### src/rtl/aes_core_scheduler.sv
// aes_core_scheduler: round-robin sharing of one AES core with tagged responses and a FIPS-197 self-test
module aes_core_scheduler #(
    parameter int N_REQ = 2,
    parameter int TIMEOUT = 64,
    localparam int IDW = (N_REQ > 1) ? $clog2(N_REQ) : 1
) (
    input  logic                 clk,
    input  logic                 rst,
    input  logic [N_REQ-1:0]     req_valid,
    output logic [N_REQ-1:0]     req_ready,
    input  logic [N_REQ-1:0]     req_mode,
    input  logic [N_REQ*128-1:0] req_data,
    input  logic [N_REQ*128-1:0] req_key,
    output logic                 rsp_valid,
    input  logic                 rsp_ready,
    output logic [127:0]         rsp_data,
    output logic [IDW-1:0]       rsp_id,
    output logic                 rsp_err,
    output logic                 core_start,
    output logic                 core_mode,
    output logic [127:0]         core_din,
    output logic [127:0]         core_key,
    input  logic                 core_done,
    input  logic [127:0]         core_dout,
    input  logic                 kat_start,
    output logic                 kat_busy,
    output logic                 kat_pass,
    output logic                 kat_fail
);
    localparam int TW = $clog2(TIMEOUT) + 1;
    localparam logic [127:0] KAT_PT  = 128'h00112233445566778899aabbccddeeff;
    localparam logic [127:0] KAT_KEY = 128'h000102030405060708090a0b0c0d0e0f;
    localparam logic [127:0] KAT_CT  = 128'h69c4e0d86a7b0430d8cdb78070b4c55a;
    typedef enum logic [2:0] {IDLE, ISSUE, WAIT, RESP, KAT_E, KAT_EW, KAT_D, KAT_DW} state_t;
    state_t state;
    logic [IDW-1:0] rr_ptr;
    logic [IDW-1:0] gnt_id;
    logic [IDW-1:0] off;
    logic [IDW-1:0] nxt_ptr;
    logic [IDW:0] sum;
    logic [2*N_REQ-1:0] dbl;
    logic gnt_ok;
    logic [TW-1:0] timer;
    logic timer_hit;
    // rotate the valids so the first set bit is the offset from rr_ptr, then map back to an index
    always_comb begin
        dbl = {req_valid, req_valid} >> rr_ptr;
        gnt_ok = |req_valid;
        off = '0;
        for (int i = N_REQ - 1; i >= 0; i--) off = dbl[i] ? IDW'(i) : off;
        sum = {1'b0, rr_ptr} + {1'b0, off};
        gnt_id = IDW'((sum >= (IDW+1)'(N_REQ)) ? sum - (IDW+1)'(N_REQ) : sum);
        nxt_ptr = (gnt_id == IDW'(N_REQ - 1)) ? '0 : gnt_id + 1'b1;
        timer_hit = timer == TW'(TIMEOUT - 1);
        req_ready = (state == IDLE && !kat_start && gnt_ok) ? N_REQ'(1) << gnt_id : '0;
    end
    // scheduler FSM: arbitration, job issue, timeout, response hand-off and self-test sequencing
    always_ff @(posedge clk) begin
        if (rst) begin
            state <= IDLE;
            rr_ptr <= '0;
            timer <= '0;
            rsp_valid <= 1'b0;
            rsp_data <= '0;
            rsp_id <= '0;
            rsp_err <= 1'b0;
            core_start <= 1'b0;
            core_mode <= 1'b0;
            core_din <= '0;
            core_key <= '0;
            kat_busy <= 1'b0;
            kat_pass <= 1'b0;
            kat_fail <= 1'b0;
        end else begin
            core_start <= 1'b0;
            case (state)
                IDLE: begin
                    if (kat_start) begin
                        kat_pass <= 1'b0;
                        kat_fail <= 1'b0;
                        kat_busy <= 1'b1;
                        core_start <= 1'b1;
                        core_mode <= 1'b0;
                        core_din <= KAT_PT;
                        core_key <= KAT_KEY;
                        state <= KAT_E;
                    end else if (gnt_ok) begin
                        core_start <= 1'b1;
                        core_mode <= req_mode[gnt_id];
                        core_din <= req_data[128*gnt_id +: 128];
                        core_key <= req_key[128*gnt_id +: 128];
                        rsp_id <= gnt_id;
                        rr_ptr <= nxt_ptr;
                        state <= ISSUE;
                    end
                end
                ISSUE: begin
                    timer <= '0;
                    state <= WAIT;
                end
                WAIT: begin
                    if (core_done || timer_hit) begin
                        rsp_data <= core_done ? core_dout : '0;
                        rsp_err <= !core_done;
                        rsp_valid <= 1'b1;
                        state <= RESP;
                    end else begin
                        timer <= timer + 1'b1;
                    end
                end
                RESP: begin
                    if (rsp_ready) begin
                        rsp_valid <= 1'b0;
                        state <= IDLE;
                    end
                end
                KAT_E, KAT_D: begin
                    timer <= '0;
                    state <= (state == KAT_E) ? KAT_EW : KAT_DW;
                end
                KAT_EW: begin
                    if (core_done && core_dout == KAT_CT) begin
                        core_din <= core_dout;
                        core_mode <= 1'b1;
                        core_start <= 1'b1;
                        state <= KAT_D;
                    end else if (core_done || timer_hit) begin
                        kat_fail <= 1'b1;
                        kat_busy <= 1'b0;
                        state <= IDLE;
                    end else begin
                        timer <= timer + 1'b1;
                    end
                end
                KAT_DW: begin
                    if (core_done || timer_hit) begin
                        kat_pass <= core_done && core_dout == KAT_PT;
                        kat_fail <= !(core_done && core_dout == KAT_PT);
                        kat_busy <= 1'b0;
                        state <= IDLE;
                    end else begin
                        timer <= timer + 1'b1;
                    end
                end
                default: state <= IDLE;
            endcase
        end
    end
endmodule

### config.mk
export PLATFORM = sky130hd
export DESIGN_NAME = aes_core_scheduler
export DESIGN_NICKNAME = d
export VERILOG_FILES = /design/src/rtl/aes_core_scheduler.sv
export SDC_FILE = /design/constraint.sdc
export NUM_CORES = 1
export LEC_CHECK = 0
export ABC_AREA = 0
export CORE_AREA = 2 2 401 403
export DETAILED_ROUTE_END_ITERATION = 10
export DIE_AREA = 0 0 403 405
export PLACE_DENSITY = 0.36
export SLEW_MARGIN = 20
export SYNTH_ARGS = -nofsm -noshare
export SYNTH_HDL_FRONTEND = slang
export SYNTH_SLANG_ARGS = --single-unit
### constraint.sdc
create_clock -name clk -period 4.55 [get_ports clk]
set_input_delay 0.455 -clock clk [delete_from_list [all_inputs] [get_ports clk]]
set_output_delay 0.455 -clock clk [all_outputs]
set_load 0.02 [all_outputs]
**After elaboration in Yosys (flattened, before gate mapping)**

Cells that the tools add are included.

- Logic and storage cells: 118
- Register bits after elaboration: 403
- Bits of input ports: 649
- Output and inout port bits: 394

- Reduce and logical (&&, ||, !) cells: 29
- Add/sub/neg operators: 4
- Bitwise operators: 1
- Equal/unequal tests: 18
- $lt $le $gt $ge: 2
- Shifts and indexed selects: 4
- Mux-type cells: 46

Operator list:

| cell | count |
|---|---|
| 2-to-1 mux 128 bit | 6 |
| indexed part select 256 x 9 -> 128 bit | 2 |
| one-hot mux 128 bit (2 select lines) | 1 |
| equality test 128 x 117 -> 1 bit, second input constant | 1 |
| equality test 128 x 127 -> 1 bit, second input constant | 1 |
| 2-to-1 mux 1 bit | 21 |
| one-hot mux 3 bit (7 select lines) | 1 |
| one-hot mux 7 bit (3 select lines) | 1 |
| 2-to-1 mux 3 bit | 6 |
| AND reduction 3 bit | 6 |
| 2-to-1 mux 7 bit | 2 |
| != test 2 bit, second input constant | 7 |
| equality test 3 bit, second input constant | 4 |
| one-hot mux 1 bit (2 select lines) | 4 |
| nonzero test 2 bit | 4 |
| adder 7 x 1 -> 7 bit, second input constant | 1 |
| equality test 7 x 6 -> 1 bit, second input constant | 1 |
| equality test 3 x 2 -> 1 bit, second input constant | 2 |
| one-hot mux 1 bit (3 select lines) | 2 |
| AND reduction 2 bit | 3 |
| nonzero test 3 bit | 2 |
| OR reduction 2 bit | 3 |
| AND reduction 5 bit | 1 |
| logical AND 1 bit | 4 |
| other kinds (15) | 18 |

**Longest topological paths before layout**

Gate-level depths: netlist (run 1).

- Word-level depth: 11
- Gate-level depth with buffers: 10
- Gate-level depth less buffers: 7

**Worst setup path after synthesis (run 1)**

Ideal clock, no wire load.

- Kind: input to output
- Start: input kat_start
- End: output req_ready[1]
- Data arrival time: 2.051 ns
- Stages on the path: 7
- Slack: 2.044 ns
- Required time: 4.095 ns
- Buffers on the path: 3
- Cell sequence: clkbuf_1 nor4_1 nand2_1 or2_2 clkbuf_1 inv_2 clkbuf_1

- Word-level cells in the longest chain between the ends: 4

RTL lines:

| what | line | RTL |
|---|---|---|
| start, declared | 25 | `input logic kat_start,` |
| logical NOT 1 bit | 55 | `req_ready = (state == IDLE && !kat_start && gnt_ok) ? N_REQ'(1) << gnt_id : '0;` |
| logical AND 1 bit (2 in series) | 55 |  |
| 2-to-1 mux 2 bit | 55 |  |
| end, declared | 10 | `output logic [N_REQ-1:0] req_ready,` |

Every way passes these cells.

**Final worst setup path (run 1)**

- Start: input core_dout[123]
- End: register core_din[121]

- Word-level cells in the longest chain between the ends: 4

RTL lines:

| what | line | RTL |
|---|---|---|
| start, declared | 24 | `input logic [127:0] core_dout,` |
| equality test 128 x 127 -> 1 bit | 122 | `if (core_done && core_dout == KAT_CT) begin` |
| logical AND 1 bit | 122 |  |
| != test 2 bit (no line) | n/a |  |
| AND reduction 3 bit (no line) | n/a |  |
| end signal, assigned | 90 | `core_din <= req_data[128*gnt_id +: 128];` |
| end signal, assigned | 123 | `core_din <= core_dout;` |
| end, declared | 21 | `output logic [127:0] core_din,` |

Every way passes these cells.
A chain may end at the register's enable or synchronous reset.

==> results.md, run 1 <==
- Startpoint types: input port
- Filler cells: 17700
- Setup violations, final: 0
- Post-CTS Resized: 0
- Synth unique cells: 56
- Leak: 11.2 nW
- Initial antenna violation count: 37
- Achievable Freq: between 200 and 250 MHz
- Total number of vias: around 22000
- Register area share after synthesis: 0.456
- Slew of the pin with the lowest slew margin: about 1.2 ns
- Most common cell after layout, fill and taps aside: clkdlybuf4s50_1
- FF+latch area: ~8100 um2
- Clock buffer depth: 3
- Hold depth: 2
- Largest family of logic cells by synthesized area: compound AO/OA/AOI/OAI gates
- Final-stage net count: roughly 3700
- Total Routed Length: 143000 um
- TritonCTS clock tree: yes
- Clock Sinks: between 400 and 500
- Chip height: roughly 410 um
- Post-CTS Setup Repair Bufs: 0
- Rows: ~150
- Mean post-synth cell area: 8.35 um2
- GRT Total Usage: 0.165
- Synth Area in Compound Gates: 0.249
- Worst min-delay path category: input port to flop
- Final Critical Period: around 4.3 ns
- Core ar.: 159000 um2
- Post-synthesis async set-or-reset flop share: 0
- Die area: 163000 um2
- Worst r2r path cells: 8
- Detail Placement HPWL: 110000 um
- Clk_skew: 0.0164 ns
- Status: completed
- Hold Path Origin: rst
- Port buffer count: approximately 1000
- Post-Synth Adder-Cell Area: 0.000708
- CP Capture Type: flop
- Die width: ~400 um
- Post-Synthesis Cell Area: around 18000 um2
- Synth area leader: dfxtp_1
- Total CTS buffers: 56
- Mapped Cells: 2118
- Max FO, Critical Path: 35
- Hold slack: 0.290 ns
- Initial drt markers: about 1900
- Yosys top cell area share: 0.456
- Max Slew Vio Count: 0
- Ys flop type: dfxtp_1
- Syn_nets: ~2800
- XOR/XNOR Fraction of Synth Area: 0.00248
- Total power draw: ~16 mW
- Vias per inst: between 4 and 5
- Fin crit share: 0.939
- Wire length per cell: about 27 um
- Number of global-route vias before repair: around 21000
- Rel. slew slack: 0.187
- VDD IR max: ~0.30 mV
- Synth warnings: 0
- Area Overhead vs Synth: 85.1%
- Area of the multi-input gates: around 8700 um2
- CTS Root Cell: clkbuf_16
- CTS Hold Bufs: 0
- Clock transition at path regs: 0.06 ns
- Max cap viols: 0
- Synth Area in Simple Gates: 0.234
- WP data required: 5.06 ns
- WHS Endpoint: rsp_data[124]
- Starting Density: 0.111
- Skew-Pair Late Insertion Delay: between 0.6 and 0.7 ns
- Reg2reg setup slack: approximately 0.85 ns
- Critical path class: input port to flop
- Post-synth EDFFs: 0
- Arr. time, crit path: about 4.8 ns
- Power Density: ~480 nW/um2
- Most frequent cells in the layout: clkdlybuf4s50_1 (1041), dfxtp_1 (403), nor2_1 (304), nand2_1 (269), a21oi_1 (143)
- Largest cells by area after synthesis: dfxtp_1 (46%), nor2_1 (6.5%), nand2_1 (5.7%), a222oi_1 (5.4%), a22oi_1 (5.4%)
- #FFs+latches synth: around 400
- Ports: between 1000 and 1500
- First-pass GRT wire length: approximately 190000 um
- H-tree depth: 2
- Grt ovf: 0
- Reg2reg start: state[1]
- First drt pass iteration count: 8
- Endpoints failing hold: 0
- R2r endpoint: core_din[121]
- Largest net degree at the start of global routing: 129
- Residual DRC: 0
- Post-DRT Antenna Nets: 0
- RSZ-0062 raised after global routing: no
- GPL Wtd Cong: ~0.83
- Mux cell area share after synthesis: 0.000566
- Ratio of cells with drive above 1 in the final layout: 0.0758
synth_stat cells (all sizes together), types with 4 or more instances:
| cell type | instances |
|---|---|
| a21oi | 144 |
| a221oi | 64 |
| a222oi | 96 |
| a22oi | 128 |
| and3 | 4 |
| and4 | 4 |
| and4b | 4 |
| buf | 47 |
| clkbuf | 183 |
| dfxtp | 403 |
| inv | 6 |
| nand2 | 269 |
| nand2b | 6 |
| nand3 | 133 |
| nand4 | 9 |
| nand4b | 11 |
| nor2 | 306 |
| nor3 | 136 |
| nor4 | 12 |
| nor4b | 5 |
| nor4bb | 7 |
| o21ai | 5 |
| o221ai | 96 |
| or4 | 4 |
| or4b | 4 |
| xnor2 | 5 |
how the worst max path moves through the flow:
stage                         from       endpoint  slack [ns]  cells after the start
finish              core_dout[123]  core_din[121]        0.28                      8
floorplan                kat_start   req_ready[1]        2.04                      7
detailed placement  core_dout[123]  core_din[121]       -0.24                      8
CTS                 core_dout[123]  core_din[121]        0.49                      8
global route        core_dout[123]  core_din[121]        0.32                      8
global placement    core_dout[123]  core_din[119]       -0.39                      8
cells by family (layout without fill, tap and decap cells):
logic type	after synthesis	after routing
flip-flops	403	403
AO/OA/AOI/OAI	549	549
buffers and inverters	236	1243
XOR/XNOR	5	5
AND/OR/NAND/NOR	923	923
other	0	12
multiplexers	1	1
adder cells (fa/ha/maj)	1	1
layer usage:
layer / share of wire / track usage / wire (um)
met1: 0.42 / 0.205 / 60100
met5: 0.00073 / 0 / 104
met4: 0.027 / 0.0513 / 3880
met2: 0.48 / 0.273 / 68300
met3: 0.076 / 0.0474 / 10900
sequential cells by signal, summed over array words and instances (netlist names):
register,flops
timer,7
rr_ptr,1
kat_pass,1
state,3
rsp_valid,1
rsp_data,128
core_din,128
core_mode,1
rsp_id,1
rsp_err,1
core_start,1
kat_busy,1
core_key,128
kat_fail,1
layout make-up:
type	count	area share
antenna	12	0.000918
clock buffer	85	0.0517
clock inverter	19	0.00574
inverter	6	0.000688
multi-input combinational	1479	0.266
sequential	403	0.247
tap	2086	0.0798
timing repair buffer	1133	0.349
through the flow:
step | area [um2] | util | std cells | setup TNS [ns] | worst slack (ns)
after global routing | 32700 | 0.205 | 5220 | 0 | 0.315
after CTS | 32700 | 0.205 | 5211 | 0 | 0.487
final | 32700 | 0.205 | 5223 | 0 | 0.276
after detailed placement | 30800 | 0.193 | 5107 | -10.91 | -0.236
after floorplan | 17700 | - | 2118 | 0 | 2.04
after global placement | 30800 | 0.193 | 5107 | -33.25 | -0.394
critical path, stage by stage:
cell             delay (ns)
clkdlybuf4s50_1        1.13
nand4_1                0.64
or4_1                  0.68
nor4_1                 0.69
nand4_1                0.29
buf_4                  0.36
a221oi_1               0.37
nor3_1                 0.07
power by group:
group / switching (mW) / leakage (nW) / internal (mW) / total [mW]
clock network: 1.92 / 0.918 / 2.67 / 4.59
registers: 0.454 / 3.30 / 4.21 / 4.67
logic: 3.73 / 6.96 / 2.67 / 6.39
total: 6.10 / 11.2 / 9.55 / 15.6
(Power assumes the default switching activity.)
==> run 2, diff against run 1 <==
--- a/config.mk
+++ b/config.mk
@@ -5,7 +5,6 @@
 export SDC_FILE = /design/constraint.sdc
 export NUM_CORES = 1
 export LEC_CHECK = 0
-export ABC_AREA = 0
 export CORE_AREA = 2 2 401 403
 export DETAILED_ROUTE_END_ITERATION = 10
 export DIE_AREA = 0 0 403 405
==> results of run 2 <==
Same layout as run 1: the final DEF is identical, and so are final timing and power.
